<file path="src/rtl/brew_pkg.sv">
// Brew sequencer shared definitions: stage codes and stage-order helper.
package brew_pkg;

  typedef logic [2:0] stage_t;

  localparam stage_t ST_IDLE   = 3'd0;
  localparam stage_t ST_HEAT   = 3'd1;
  localparam stage_t ST_COFFEE = 3'd2;
  localparam stage_t ST_SUGAR  = 3'd3;
  localparam stage_t ST_MILK   = 3'd4;
  localparam stage_t ST_DRAIN  = 3'd5;
  localparam stage_t ST_FAULT  = 3'd6;

  localparam stage_t ST_FIRST  = ST_HEAT;
  localparam stage_t ST_LAST   = ST_MILK;

  // en[i] enables stage code i+1; returns ST_IDLE when nothing is left
  function automatic stage_t first_enabled(
    input stage_t     from,
    input logic [3:0] en
  );
    stage_t s;
    s = ST_IDLE;
    for (int i = 3; i >= 0; i--) begin
      if (en[i] && (stage_t'(i + 1) >= from)) begin
        s = stage_t'(i + 1);
      end
    end
    return s;
  endfunction

endpackage

</file>
<file path="src/rtl/brew_watchdog.sv">
// Expiry watchdog: counts while enabled, flags when the
// expected timer pulse is overdue.
module brew_watchdog #(
  parameter int unsigned WDOG_CYCLES = 500_000_000
) (
  input  logic clk_100MHz,
  input  logic reset,
  input  logic clear,
  input  logic enable,
  output logic timeout
);

  localparam int W = $clog2(WDOG_CYCLES) + 1;
  localparam logic [W-1:0] LAST = W'(WDOG_CYCLES - 1);

  logic [W-1:0] cnt;

  always_ff @(posedge clk_100MHz or posedge reset) begin
    if (reset) begin
      cnt <= '0;
    end else if (clear) begin
      cnt <= '0;
    end else if (enable && (cnt != LAST)) begin
      cnt <= cnt + W'(1);
    end
  end

  assign timeout = enable && (cnt == LAST);

endmodule

</file>
<file path="src/rtl/brew_sequencer.sv">
// Brew controller: HEAT -> COFFEE (x1/x2) -> SUGAR -> MILK,
// one shared timer per stage, cancel drain and expiry watchdog.
module brew_sequencer
  import brew_pkg::*;
#(
  parameter logic [1:0]  T_HEAT      = 2'd3,
  parameter logic [1:0]  T_COFFEE    = 2'd2,
  parameter logic [1:0]  T_SUGAR     = 2'd1,
  parameter logic [1:0]  T_MILK      = 2'd2,
  parameter int unsigned WDOG_CYCLES = 500_000_000
) (
  input  logic       clk_100MHz,
  input  logic       reset,
  input  logic       start,
  input  logic       size_large,
  input  logic       add_sugar,
  input  logic       add_milk,
  input  logic       cancel,
  input  logic       t_expired,
  output logic       timer_start,
  output logic [1:0] timer_value,
  output logic       heater_on,
  output logic       coffee_valve,
  output logic       sugar_valve,
  output logic       milk_valve,
  output logic       busy,
  output logic       done,
  output logic       fault,
  output logic [2:0] stage
);

  stage_t state_q, state_d;
  logic   wait_q, wait_d;
  logic   pass_q, pass_d;
  logic   fault_q, fault_d;
  logic   done_q, done_d;
  logic   start_q, capture;
  logic   opt_large_q, opt_sugar_q, opt_milk_q;
  logic   is_stage, start_rise, wd_timeout;
  logic   sel_sugar, sel_milk;
  logic [3:0] en;

  assign is_stage   = (state_q >= ST_FIRST) && (state_q <= ST_LAST);
  assign start_rise = start && !start_q;

  // In IDLE the options are not captured yet, so look at the pins
  assign sel_sugar = (state_q == ST_IDLE) ? add_sugar : opt_sugar_q;
  assign sel_milk  = (state_q == ST_IDLE) ? add_milk  : opt_milk_q;
  assign en = {sel_milk  && (T_MILK   != 2'd0),
               sel_sugar && (T_SUGAR  != 2'd0),
               T_COFFEE != 2'd0,
               T_HEAT   != 2'd0};

  brew_watchdog #(
    .WDOG_CYCLES (WDOG_CYCLES)
  ) u_wdog (
    .clk_100MHz (clk_100MHz),
    .reset      (reset),
    .clear      (is_stage && !wait_q),
    .enable     ((is_stage && wait_q) || (state_q == ST_DRAIN)),
    .timeout    (wd_timeout)
  );

  always_ff @(posedge clk_100MHz or posedge reset) begin
    if (reset) begin
      state_q     <= ST_IDLE;
      wait_q      <= 1'b0;
      pass_q      <= 1'b0;
      fault_q     <= 1'b0;
      done_q      <= 1'b0;
      start_q     <= 1'b0;
      opt_large_q <= 1'b0;
      opt_sugar_q <= 1'b0;
      opt_milk_q  <= 1'b0;
    end else begin
      state_q <= state_d;
      wait_q  <= wait_d;
      pass_q  <= pass_d;
      fault_q <= fault_d;
      done_q  <= done_d;
      start_q <= start;
      if (capture) begin
        opt_large_q <= size_large;
        opt_sugar_q <= add_sugar;
        opt_milk_q  <= add_milk;
      end
    end
  end

  always_comb begin
    state_d = state_q;
    wait_d  = wait_q;
    pass_d  = pass_q;
    fault_d = fault_q;
    done_d  = 1'b0;
    capture = 1'b0;
    unique case (1'b1)
      (state_q == ST_IDLE): begin
        if (start_rise) begin
          capture = 1'b1;
          fault_d = 1'b0;
          wait_d  = 1'b0;
          pass_d  = 1'b0;
          state_d = first_enabled(ST_FIRST, en);
          done_d  = (state_d == ST_IDLE);
        end
      end
      is_stage: begin
        if (cancel) begin
          state_d = ST_DRAIN;
          wait_d  = 1'b0;
        end else if (!wait_q) begin
          wait_d = 1'b1;
        end else if (t_expired) begin
          wait_d = 1'b0;
          if ((state_q == ST_COFFEE) && opt_large_q && !pass_q) begin
            pass_d = 1'b1;
          end else begin
            state_d = first_enabled(stage_t'(state_q + 3'd1), en);
            done_d  = (state_d == ST_IDLE);
          end
        end else if (wd_timeout) begin
          state_d = ST_FAULT;
          wait_d  = 1'b0;
          fault_d = 1'b1;
        end
      end
      (state_q == ST_DRAIN): begin
        if (t_expired || wd_timeout) begin
          state_d = ST_IDLE;
        end
      end
      default: begin
        state_d = ST_IDLE;
        wait_d  = 1'b0;
      end
    endcase
  end

  always_comb begin
    timer_value  = 2'd0;
    heater_on    = 1'b0;
    coffee_valve = 1'b0;
    sugar_valve  = 1'b0;
    milk_valve   = 1'b0;
    unique case (1'b1)
      (state_q == ST_HEAT): begin
        heater_on   = 1'b1;
        timer_value = T_HEAT;
      end
      (state_q == ST_COFFEE): begin
        coffee_valve = 1'b1;
        timer_value  = T_COFFEE;
      end
      (state_q == ST_SUGAR): begin
        sugar_valve = 1'b1;
        timer_value = T_SUGAR;
      end
      (state_q == ST_MILK): begin
        milk_valve  = 1'b1;
        timer_value = T_MILK;
      end
      default: ;
    endcase
    timer_start = is_stage && !wait_q;
    busy        = is_stage || (state_q == ST_DRAIN);
  end

  assign done  = done_q;
  assign fault = fault_q;
  assign stage = state_q;

endmodule

</file>
<file path="config.mk">
export PLATFORM = sky130hd
export DESIGN_NAME = brew_sequencer
export DESIGN_NICKNAME = d
export VERILOG_FILES = /design/src/rtl/brew_pkg.sv /design/src/rtl/brew_watchdog.sv /design/src/rtl/brew_sequencer.sv
export SDC_FILE = /design/constraint.sdc
export NUM_CORES = 1
export LEC_CHECK = 0
export BUFFER_PORTS_ARGS = -buffer_cell sky130_fd_sc_hd__buf_2
export CORE_MARGIN = 10
export CORE_UTILIZATION = 45
export CTS_CLUSTER_SIZE = 16
export DETAILED_ROUTE_END_ITERATION = 10
export PLACE_DENSITY = 0.69
export RECOVER_POWER = 25
export SLEW_MARGIN = 20
export SYNTH_ARGS = -nofsm -noshare
export SYNTH_HDL_FRONTEND = slang
export SYNTH_SLANG_ARGS = --single-unit
</file>
<file path="constraint.sdc">
create_clock -name clk_100MHz -period 3.2 [get_ports clk_100MHz]
set_clock_uncertainty 0.1 [all_clocks]
set_input_delay 0.96 -clock clk_100MHz [delete_from_list [all_inputs] [get_ports clk_100MHz]]
set_output_delay 0.96 -clock clk_100MHz [all_outputs]
set_load 0.1 [all_outputs]
</file>
==> results by group <==
Final layout
  – # diodes: 0
  – Fraction of layout cells with a size suffix above 1: 0.196
  – Fin nets: 320
  – Synthesis-to-finish area growth: 12.2%
  – Final instance area: 2960 µm²
  – Finished Layout Cells: 378
  – Final Util: 0.527

CTS
  – Clock Latency Late Sink: 300 ps
  – CTS tree: done
  – CTS Hold Buffers Added: 0
  – Total CTS buffers: 5
  – CTS max path bufs: 2
  – Clock tree sinks: 41
  – CTS root buf: clkbuf_8
  – # H-tree levels: 2
  – Clk slew on worst S/H paths: 90 ps

STA
  – TNS Setup: 0 ps
  – RSZ-0062 raised after global routing: false
  – Final hold violations: 0
  – Crit share post-route: 0.971
  – Max Clk Rate: 0.322 GHz
  – Clock period minus worst slack: 3110 ps
  – Slew headroom: 0.298
  – Tightest Pin Transition: 1050 ps
  – Slew Limit Fails: 0
  – Final setup fails: 0

GRT
  – First-pass GRT wire length: 11000 µm
  – Vias in the first global route: 2212
  – Met2 Usage GRT: 0.222
  – GRT busiest layer: met2
  – Initial antenna violation count: 0
  – Congestion Overflow GR: 0
  – Met1 usage: 0.201
  – Met3 global-route usage: 0.0316
  – Largest net degree at the start of global routing: 45
  – GRT Resource Usage Total: 0.145

Die
  – Core box area: 5610 µm²
  – Ports: 21
  – Die height: 96.5 µm
  – Die Footprint: 9320 µm²
  – Initial Utilization: 0.470
  – Die W: 96.5 µm
  – Core Rows: 27

Job
  – Max Cap Viol: 0

Logic synthesis
  – Mux cell area share after synthesis: 0.0356
  – Main combinational cell family by area after synthesis: simple AND/OR/NAND/NOR gates
  – Sequential-to-total area share from yosys stat: 0.389
  – Leading area contributor after synthesis: dfrtp_1
  – Area share of the largest cell type after synthesis: 0.389
  – Simple-gate share of the synthesized area: 0.288
  – Top post-synthesis cells by area: dfrtp_1 (39%), o31ai_1 (4.6%), a21oi_1 (4.4%), nand2_1 (4.0%), or4_1 (4.0%)
  – Syn avg cell area: 9.28 µm²
  – Yosys reg bits: 41
  – Post-Syn Nets: 299
  – Post-synth EDFFs: 0
  – Synth cell types: 57
  – Mapped Area: 2640 µm²
  – Ys flop type: dfrtp_1
  – Synth Area in Compound Gates: 0.206
  – Post-synthesis xor/xnor area fraction: 0.00664
  – Post-synth ARST share: 1.00
  – Total number of yosys warnings: 0
  – Synth Area in Adders: 0.0332
  – Cells after synthesis: 284

Power and ir drop
  – Sw frac: 0.559
  – Pint: 0.00121 W
  – Combinational power share: 0.627
  – Leakage: 1.23 nW
  – Sequential power share: 0.249
  – Peak supply drop: 0.000685 V
  – Power share of the clock group: 0.124
  – Sw power: 0.00154 W
  – Power Density: 929 nW/µm²
  – Total power: 0.00275 W

Placed design
  – Dpl hpwl: 4390 µm
  – Dpl cell area: 2860 µm²
  – Dpl cells: 370
  – I/O Buffers: 20
  – Gpl congestion: 0.913

Outcome
  – Outcome: finished clean

Route
  – DRT iter0 DRCs: 137
  – DRC Markers: 0
  – Post-DRT Antenna Nets: 0
  – Initial DRT Pass Iterations: 4
  – Post-Route WL: 6370 µm
  – Routed via count: 2311
  – DR WL/cell: 16.8 µm
  – Vias per std cell: 6.11

Worst setup path
  – R2r setup slk: 590 ps
  – WP data arrival: 2050 ps
  – FF-to-FF Start: stage[0]$_DFFE_PP0P_
  – Reg2reg end: stage[2]$_DFFE_PP0P_
  – R2R depth: 7
  – Data required, critical path: 2140 ps
  – CP Capture Type: output pin
  – Crit Path Class: register to output pin
  – Critical Path Source Type: register
  – Worst-path fanout max: 11

Min path
  – Hold Path End: opt_milk_q$_DFFE_PP0P_
  – Hold Path Class: register to register
  – Worst hold start: opt_milk_q$_DFFE_PP0P_
  – Hold Crit Depth: 1
worst max-delay path, cell delays in order, from the launching register on:
cell,delay (ps)
dfrtp_4,510
inv_1,150
ha_1,250
nor2b_4,130
or3_2,470
buf_4,240
metrics by stage:
stage | hold WS, ps | worst slack, ps
after floorplan | 372 | -110
final | 410 | 92.2
after CTS | 415 | 6.14
after detailed placement | 395 | 342
after global placement | 391 | 359
after global routing | 423 | 25.0
per-layer routing:
| metal | vias to the layer above | wire length, µm | share of wire |
|---|---|---|---|
| met2 | 46 | 3020 | 0.47 |
| li1 | 1131 | - | - |
| met1 | 1124 | 3040 | 0.48 |
| met3 | 10 | 237 | 0.037 |
| met4 | 0 | 73 | 0.011 |
| met5 | - | 0 | 0 |
worst max-delay path by stage:
stage | from | endpoint
3_5_place_dp | stage[0]$_DFFE_PP0P_ | timer_value[1]
3_3_place_gp | stage[0]$_DFFE_PP0P_ | timer_value[1]
5_1_grt | stage[0]$_DFFE_PP0P_ | timer_value[1]
2_1_floorplan | stage[1]$_DFFE_PP0P_ | timer_value[1]
6_report | stage[0]$_DFFE_PP0P_ | timer_value[1]
4_1_cts | stage[0]$_DFFE_PP0P_ | timer_start
cell usage in the layout, fill, tap and decap left out, types with 3 or more instances in the layout:
| cell type | instances |
|---|---|
| a21oi_1 | 23 |
| and4_1 | 5 |
| mux2_2 | 3 |
| or3_1 | 4 |
| and3_2 | 3 |
| and3_1 | 4 |
| nor2_1 | 11 |
| nand3_1 | 10 |
| nor3_1 | 4 |
| buf_4 | 5 |
| nor4_1 | 4 |
| nand2b_1 | 6 |
| and2_1 | 3 |
| ha_1 | 5 |
| o31ai_1 | 16 |
| or4_1 | 14 |
| o21ai_0 | 12 |
| buf_2 | 16 |
| mux2i_1 | 6 |
| a31oi_1 | 6 |
| clkbuf_8 | 5 |
| nor4b_1 | 3 |
| nand2_1 | 27 |
| dfrtp_1 | 38 |
| nand4_1 | 7 |
| inv_1 | 11 |
cell type report:
type | count | area [µm²]
clock inverter | 2 | 10.0
clock buffer | 6 | 72.6
inverter | 12 | 45.0
multi-input combinational | 220 | 1540
fill | 556 | 2650
tap | 72 | 90.1
sequential | 41 | 1030
timing repair buffer | 25 | 166
Yosys cell counts, types with 2 or more instances:
cell type / count
dfrtp_1: 41
nand2_1: 28
a21oi_1: 23
o31ai_1: 16
or4_1: 14
o21ai_0: 12
inv_1: 11
nor2_1: 11
nand3_1: 10
ha_1: 7
nand4_1: 7
a31oi_1: 6
buf_2: 6
mux2i_1: 6
nand2b_1: 6
and4_1: 5
or3_1: 5
and2_1: 4
and3_1: 4
nor2b_1: 4
nor3_1: 4
nor4_1: 4
and3_2: 3
clkbuf_1: 3
mux2_2: 3
nor4b_1: 3
a41o_1: 2
a41oi_1: 2
nand4_2: 2
nor4_4: 2
o311ai_0: 2
o31a_1: 2
o41ai_1: 2
power by group through the flow:
stage          registers, W  clock network (W)  logic (W)
2_1_floorplan      0.000788                  0    0.00125
3_3_place_gp       0.000690                  0    0.00168
3_5_place_dp       0.000695                  0    0.00169
4_1_cts            0.000684           0.000352    0.00170
5_1_grt            0.000699           0.000372    0.00186
6_report           0.000684           0.000340    0.00172
registers in the layout (all words and copies together) (netlist names):
name / flops
opt_sugar_q: 1
fault: 1
opt_milk_q: 1
done: 1
opt_large_q: 1
stage: 3
wait_q: 1
start_q: 1
pass_q: 1
u_wdog.cnt: 30
logic make-up after synthesis:
group                      count (synthesis)
xor gates and xnor gates                   2
adders and majority gates                  7
muxes                                      9
and+or+nand+nor                          123
buffers and inverters                     23
DFF                                       41
AOI/OAI and AO/OA                         79
timing repair:
action                                  4_1_cts  5_1_grt
resized for setup                             1        4
setup buffers                                 0        0
endpoints found under the setup margin        1        3
Note: power is estimated with default switching activity, not from simulation.
